--- config.mk ---
export PLATFORM = sky130hd
export DESIGN_NAME = nes_receiver_flat
export DESIGN_NICKNAME = d
export VERILOG_FILES = /design/src/rtl/nes_pkg.sv /design/src/rtl/nes_receiver_if.sv /design/src/rtl/nes_receiver_sync_2ff.sv /design/src/rtl/nes_receiver.sv /design/src/flat_wrapper.sv
export SDC_FILE = /design/constraint.sdc
export NUM_CORES = 1
export LEC_CHECK = 0
export CAP_MARGIN = 15
export CORE_ASPECT_RATIO = 0.7
export CORE_UTILIZATION = 30
export CTS_BUF_LIST = sky130_fd_sc_hd__clkbuf_4
export DETAILED_ROUTE_END_ITERATION = 8
export PLACE_DENSITY = 0.47
export SLEW_MARGIN = 0
export SYNTH_ARGS = -nofsm -noshare
export SYNTH_HDL_FRONTEND = slang
export SYNTH_SLANG_ARGS = --single-unit
--- constraint.sdc ---
create_clock -name clk -period 3.2 [get_ports clk]
set_input_delay 0.8 -clock clk [delete_from_list [all_inputs] [get_ports clk]]
set_output_delay 0.8 -clock clk [all_outputs]
set_load 0.005 [all_outputs]
--- src/rtl/nes_pkg.sv ---
// Shared definitions for the NES controller reader: FSM encoding, button
// indices and protocol constants, also used by the top-level action mapping.
package nes_pkg;

  typedef enum logic [2:0] {
    IDLE      = 3'd0,
    LATCH     = 3'd1,
    READ_LOW  = 3'd2,
    READ_HIGH = 3'd3,
    DONE      = 3'd4
  } nes_state_e;

  localparam int BTN_A      = 0;
  localparam int BTN_B      = 1;
  localparam int BTN_SELECT = 2;
  localparam int BTN_START  = 3;
  localparam int BTN_UP     = 4;
  localparam int BTN_DOWN   = 5;
  localparam int BTN_LEFT   = 6;
  localparam int BTN_RIGHT  = 7;

  localparam int LATCH_TICKS = 2;
  localparam int NUM_BITS    = 8;

  typedef logic [NUM_BITS-1:0] btn_vec_t;

endpackage

--- src/rtl/nes_receiver_if.sv ---
// Poll request, controller pins and button result of the NES reader.
// slave is the reader's view; master is the frame logic / controller side.
interface nes_receiver_if;
  import nes_pkg::*;

  logic     start;
  logic     nes_data;
  logic     nes_latch;
  logic     nes_clk;
  btn_vec_t buttons;
  logic     valid;
  logic     busy;

  modport slave (
    input  start, nes_data,
    output nes_latch, nes_clk, buttons, valid, busy
  );

  modport master (
    output start, nes_data,
    input  nes_latch, nes_clk, buttons, valid, busy
  );

endinterface

--- src/rtl/nes_receiver_sync_2ff.sv ---
// Two-flop synchronizer for an asynchronous input; 2-cycle latency,
// reset value selectable so an idle-high line reads as inactive out of reset.
module sync_2ff #(
  parameter logic RST_VAL = 1'b0
) (
  input  logic clk,
  input  logic rst_n,
  input  logic d_i,
  output logic q_o
);

  logic s1_q;
  logic s2_q;

  always_ff @(posedge clk) begin
    if (!rst_n) begin
      s1_q <= RST_VAL;
      s2_q <= RST_VAL;
    end else begin
      s1_q <= d_i;
      s2_q <= s1_q;
    end
  end

  assign q_o = s2_q;

endmodule

--- src/rtl/nes_receiver.sv ---
// NES controller poller: latch, 8 clocked reads, then a registered button
// vector with a one-cycle valid; start is ignored unless idle (no queueing).
module nes_receiver
  import nes_pkg::*;
#(
  parameter  int HALF_PERIOD = 151,
  localparam int TICK_W      = $clog2(HALF_PERIOD)
) (
  input  logic           clk,
  input  logic           rst_n,
  nes_receiver_if.slave  bus
);

  localparam int LT_W = (LATCH_TICKS > 1) ? $clog2(LATCH_TICKS) : 1;
  localparam int BI_W = $clog2(NUM_BITS);

  nes_state_e       state_q, state_d;
  logic [TICK_W-1:0] tick_q;
  logic [LT_W-1:0]   ltick_q;
  logic [BI_W-1:0]   bit_idx_q;
  btn_vec_t          shift_q;

  logic     latch_q, latch_d;
  logic     nclk_q, nclk_d;
  logic     busy_q, busy_d;
  logic     valid_q, valid_d;
  btn_vec_t buttons_q, buttons_d;

  logic data_sync;
  logic tick_end;
  logic active;

  sync_2ff #(.RST_VAL(1'b1)) u_sync (
    .clk   (clk),
    .rst_n (rst_n),
    .d_i   (bus.nes_data),
    .q_o   (data_sync)
  );

  assign tick_end = (tick_q == TICK_W'(HALF_PERIOD - 1));
  assign active   = (state_q == LATCH) || (state_q == READ_LOW) || (state_q == READ_HIGH);

  always_ff @(posedge clk) begin
    if (!rst_n) state_q <= IDLE;
    else        state_q <= state_d;
  end

  always_comb begin
    state_d = state_q;
    case (state_q)
      IDLE:      if (bus.start) state_d = LATCH;
      LATCH:     if (tick_end && ltick_q == LT_W'(LATCH_TICKS - 1)) state_d = READ_LOW;
      READ_LOW:  if (tick_end) state_d = READ_HIGH;
      READ_HIGH: if (tick_end) state_d = (bit_idx_q == BI_W'(NUM_BITS - 1)) ? DONE : READ_LOW;
      DONE:      state_d = IDLE;
      default:   state_d = IDLE;
    endcase
  end

  // Outputs are decoded from the current state and registered, so every pin
  // lags the state by one cycle; this is what makes start->valid 18*HP+1.
  always_comb begin
    latch_d   = (state_q == LATCH);
    nclk_d    = (state_q == READ_HIGH);
    busy_d    = active;
    valid_d   = (state_q == DONE);
    buttons_d = (state_q == DONE) ? shift_q : buttons_q;
  end

  always_ff @(posedge clk) begin
    if (!rst_n) begin
      latch_q   <= 1'b0;
      nclk_q    <= 1'b0;
      busy_q    <= 1'b0;
      valid_q   <= 1'b0;
      buttons_q <= '0;
    end else begin
      latch_q   <= latch_d;
      nclk_q    <= nclk_d;
      busy_q    <= busy_d;
      valid_q   <= valid_d;
      buttons_q <= buttons_d;
    end
  end

  always_ff @(posedge clk) begin
    if (!rst_n) begin
      tick_q    <= '0;
      ltick_q   <= '0;
      bit_idx_q <= '0;
      shift_q   <= '0;
    end else begin
      if (state_d != state_q || !active) tick_q <= '0;
      else if (tick_end)                 tick_q <= '0;
      else                               tick_q <= tick_q + TICK_W'(1);

      if (state_q != LATCH)  ltick_q <= '0;
      else if (tick_end)     ltick_q <= ltick_q + LT_W'(1);

      if (state_q == IDLE && bus.start) begin
        bit_idx_q <= '0;
        shift_q   <= '0;
      end else if (state_q == READ_HIGH && tick_end && bit_idx_q != BI_W'(NUM_BITS - 1)) begin
        bit_idx_q <= bit_idx_q + BI_W'(1);
      end

      // Controller data is active-low; store as pressed=1.
      if (state_q == READ_LOW && tick_end) shift_q[bit_idx_q] <= ~data_sync;
    end
  end

  assign bus.nes_latch = latch_q;
  assign bus.nes_clk   = nclk_q;
  assign bus.busy      = busy_q;
  assign bus.valid     = valid_q;
  assign bus.buttons   = buttons_q;

endmodule

--- src/flat_wrapper.sv ---
// flat-port wrapper written by rule: the top's interface ports become plain ports
module nes_receiver_flat import nes_pkg::*;
#(
  parameter  int HALF_PERIOD = 151,
  localparam int TICK_W      = $clog2(HALF_PERIOD)
)
  (clk, rst_n, bus_start, bus_nes_data, bus_nes_latch, bus_nes_clk, bus_buttons, bus_valid, bus_busy);
  nes_receiver_if bus_i ();
  input  logic clk;
  input  logic rst_n;
  input wire logic [$bits(bus_i.start)-1:0] bus_start;
  input wire logic [$bits(bus_i.nes_data)-1:0] bus_nes_data;
  output wire logic [$bits(bus_i.nes_latch)-1:0] bus_nes_latch;
  output wire logic [$bits(bus_i.nes_clk)-1:0] bus_nes_clk;
  output wire logic [$bits(bus_i.buttons)-1:0] bus_buttons;
  output wire logic [$bits(bus_i.valid)-1:0] bus_valid;
  output wire logic [$bits(bus_i.busy)-1:0] bus_busy;
  assign bus_i.start = bus_start;
  assign bus_i.nes_data = bus_nes_data;
  assign bus_nes_latch = bus_i.nes_latch;
  assign bus_nes_clk = bus_i.nes_clk;
  assign bus_buttons = bus_i.buttons;
  assign bus_valid = bus_i.valid;
  assign bus_busy = bus_i.busy;
  nes_receiver #(.HALF_PERIOD(HALF_PERIOD)) u_core (.clk(clk), .rst_n(rst_n), .bus(bus_i));
endmodule
==> out/qor.txt <==
YOSYS
-----------------------------------------------------------------------------------------------------
Largest family of logic cells by synthesized area                                        simple AND/OR/NAND/NOR gates
Yosys warnings                                                                                      0
Most repeated cell in the gate-level netlist after synthesis                             sky130_fd_sc_hd__dfxtp_1
Synthesized-area fraction occupied by xor and xnor cells                                       0.0157
Leading post-synthesis cells by cell area                                                sky130_fd_sc_hd__dfxtp_1 44%, sky130_fd_sc_hd__mux2i_1 11%, sky130_fd_sc_hd__nand3_1 4.5%
Commonest register cell after synthesis                                                  sky130_fd_sc_hd__dfxtp_1
Post-synthesis instance total                                                                     168
Post-Syn Nets                                                                                     176
Post-synth EDFFs                                                                                    0
Proportion of synthesized area in mux cells                                                     0.114
Proportion of synthesized flip-flops having asynchronous set or reset                               0
Netlist area before placement                                                                1670 um2
Synthesized-area fraction occupied by ao, oa, aoi and oai cells                                0.0547
Most instantiated cells after synthesis                                                  37 x sky130_fd_sc_hd__dfxtp_1, 19 x sky130_fd_sc_hd__mux2i_1, 15 x sky130_fd_sc_hd__nand3_1
Fraction of post-synthesis cell area in the top cell type by area                               0.443
Seq cells post-synth                                                                               37
Register area share after synthesis                                                             0.443
Mean area per synthesized cell                                                               9.94 um2
Library cells used by synthesis                                                                    39
Post-synthesis simple-gate area fraction                                                        0.291
Leading area contributor after synthesis                                                 sky130_fd_sc_hd__dfxtp_1
Post-synthesis share of cell area spent on full adders, half adders and majority gates         0.0300

STA
-----------------------------------------------------------------------------------------------------
Max frequency                                                                                 497 MHz
Pins over their slew limit                                                                          0
Slew HR                                                                                         0.564
Clock skew after layout                                                                     0.0131 ns
Worst hold margin                                                                            0.415 ns
Ratio of final minimum period to clock period                                                   0.628
Setup Total Neg Slack                                                                            0 ns
Fin crit period                                                                               2.01 ns
# setup viols final                                                                                 0
Least-Margin Pin Slew                                                                        0.654 ns
Setup repair after global routing missed its margin                                             false
Final Hold Violating Endpoints                                                                      0

WORST HOLD PATH
-----------------------------------------------------------------------------------------------------
Type of the most critical hold path                                                           reg2reg

CELLS AND AREA
-----------------------------------------------------------------------------------------------------
# diodes                                                                                            0
NumNets Final                                                                                     186
Util after Layout                                                                               0.358
Summed area of non-filler cells in the final layout                                          1900 um2
Syn-to-layout area delta                                                                        13.7%
Layout cells sized above 1                                                                     0.0674

SETUP PATH
-----------------------------------------------------------------------------------------------------
Worst-case reg-to-reg path depth                                                                    3
Source of the critical timing path                                                          bus_start
Critical-path cell list                                                                  clkdlybuf4s50_1 -> or4b_1 -> nand3_1 -> mux2i_1
CP Class                                                                                       in2reg
Crit path launch type                                                                    primary input
Signal arrival time at the worst endpoint                                                     2.23 ns
Buffering stage count on the worst path with inverters included                                     1
Critical Path Max Stage Delay                                                                 0.69 ns
Endpoint required time on the critical path                                                   3.42 ns
FF-to-FF Start                                                                           u_core.state_q[1]$_SDFF_PN0_
Kind of capture point of the worst setup path                                               flip-flop
Crit path depth                                                                                     4
Register-to-register setup slack                                                              1.43 ns
Cell family with most CP delay                                                           simple AND/OR/NAND/NOR gates
Max FO, Critical Path                                                                              14
Capture instance of the worst register-to-register path                                  u_core.bit_idx_q[0]$_SDFFE_PP0P_
Slowest stage cell, crit path                                                            sky130_fd_sc_hd__or4b_1
End point of the critical path                                                           u_core.shift_q[4]$_SDFF_PN0_

DETAILED ROUTING
-----------------------------------------------------------------------------------------------------
Via count                                                                                       1,250
Average wire length per cell after detail routing                                             12.6 um
Final Routed Wirelength                                                                       3160 um
Antenna violation net count after detailed routing                                                  0
Number of violations reported at the end of detailed-routing iteration 0                           34
Detailed Routing Iterations Pass 1                                                                  4
Post-detailed-route via-to-cell ratio                                                            5.00
Post-detailed-route DRC marker count                                                                0

PWR
-----------------------------------------------------------------------------------------------------
Power after layout                                                                           0.742 mW
Peak ir drop on the vdd network                                                              0.127 mV
Power density normalized to cell area                                                      391 nW/um2
Static power due to leakage                                                                  0.663 nW

CLOCKING
-----------------------------------------------------------------------------------------------------
TritonCTS clock tree                                                                             done
Number of buffers created by CTS                                                                    5
Total of hold buffers inserted after clock tree synthesis                                           0
Number of H-tree branching levels                                                                   2
Post_cts resized                                                                                    0
Clock transition time at the flip-flop clock pins of the worst setup and hold paths           0.10 ns
TritonCTS Sinks                                                                                    37
Number of buffers inserted to repair setup after CTS                                                0
Clock Root Buffer                                                                        sky130_fd_sc_hd__clkbuf_4
Later-pin clock latency in the skew report                                                    0.35 ns
Clock buffer depth                                                                                  2

DIE
-----------------------------------------------------------------------------------------------------
Top-Level Pins                                                                                     16
Die width                                                                                     91.2 um
FP Rows                                                                                            22
Area of the core                                                                             5310 um2
Vertical die dimension                                                                        64.4 um
Starting utilization of the core area                                                           0.314
Die area                                                                                     5880 um2

PLACEMENT
-----------------------------------------------------------------------------------------------------
Count of input and output buffers                                                                  15
Placed wire-length estimate after detailed placement                                          2160 um
Final weighted congestion of routability-driven global placement                                0.739
Placed instance area                                                                         1850 um2

GLOBAL ROUTE
-----------------------------------------------------------------------------------------------------
Number of global-route vias before repair                                                       1,130
Overflow after GRT                                                                                  0
Number of antenna violations at the first check in global routing                                   0
All-Layer GR Usage                                                                              0.123
First-pass GRT wire length                                                                    5510 um
Largest net degree at the start of global routing                                                  28

OUTCOME
-----------------------------------------------------------------------------------------------------
Outcome                                                                                     completed

FLOW RUN
-----------------------------------------------------------------------------------------------------
Max-cap violations                                                                                  0

## placed cells by master, fill, tap and decap left out, drive strengths merged, types with 2 or more instances in the layout
cell type and count:
a21boi 3, a21oi 3, or3b 2, xor2 2, nor2 5, dfxtp 37, clkdlybuf4s50 15, clkbuf 6
ha 4, or3 4, and4 2, buf 3, nand3 15, o21ai 4, and4b 2, nor4b 4
nand4 10, nand2 4, nor4bb 3, nor2b 11, nand2b 4, nor3b 2, mux2i 19
## registers in the layout, summed over array words and instances (netlist names)
name,cells
u_core.bus.nes_clk,1
u_core.shift_q,8
u_core.bus.buttons,8
u_core.u_sync.q_o,1
u_core.tick_q,8
u_core.bus.busy,1
u_core.bus.nes_latch,1
u_core.state_q,3
u_core.u_sync.s1_q,1
u_core.bus.valid,1
u_core.bit_idx_q,3
u_core.ltick_q,1
## power breakdown
group          total [mW]  internal, mW  switching (mW)
sequential          0.473         0.466         0.00797
combinational      0.0352        0.0170          0.0182
clock               0.234        0.0883           0.145
## through the flow
| stage | std cells | worst slack, ns |
|---|---|---|
| after CTS | 250 | 1.16 |
| final | 250 | 1.19 |
| after floorplan | 168 | 1.46 |
| after global routing | 250 | 1.07 |
| after detailed placement | 243 | 0.785 |
| after global placement | 243 | 0.852 |
## kinds of logic (layout without fill, tap and decap cells)
group                      after synthesis  count (layout)
and+or+nand+nor                         75              75
DFF                                     37              37
muxes                                   19              19
buffers and inverters                   16              26
AOI/OAI and AO/OA                       14              14
adders and majority gates                4               4
xor gates and xnor gates                 3               3
## final cells by class
type / instances / area [um2]
Fill cell: 540 / 3410
Multi-Input combinational cell: 115 / 843
Sequential cell: 37 / 741
Timing Repair Buffer: 18 / 173
Tap cell: 72 / 90.1
Clock buffer: 6 / 45.0
Clock inverter: 1 / 3.75
Inverter: 1 / 3.75
## per-layer routing
layer,share of wire,track usage
met5,0,0
met4,0.022,0.0754
met3,0.051,0.0387
met2,0.38,0.166
met1,0.54,0.170
## how the worst min path moves through the flow
stage	start	end	slack, ns	cells after the start
finish	u_core.u_sync.s1_q$_SDFF_PN1_	u_core.u_sync.q_o$_SDFF_PN1_	0.42	1
global route	u_core.u_sync.s1_q$_SDFF_PN1_	u_core.u_sync.q_o$_SDFF_PN1_	0.46	1
CTS	u_core.u_sync.s1_q$_SDFF_PN1_	u_core.u_sync.q_o$_SDFF_PN1_	0.42	1
detailed placement	u_core.u_sync.s1_q$_SDFF_PN1_	u_core.u_sync.q_o$_SDFF_PN1_	0.40	1
global placement	u_core.u_sync.s1_q$_SDFF_PN1_	u_core.u_sync.q_o$_SDFF_PN1_	0.40	1
floorplan	u_core.u_sync.s1_q$_SDFF_PN1_	u_core.u_sync.q_o$_SDFF_PN1_	0.39	1
Note: power is estimated with default switching activity, not from simulation.
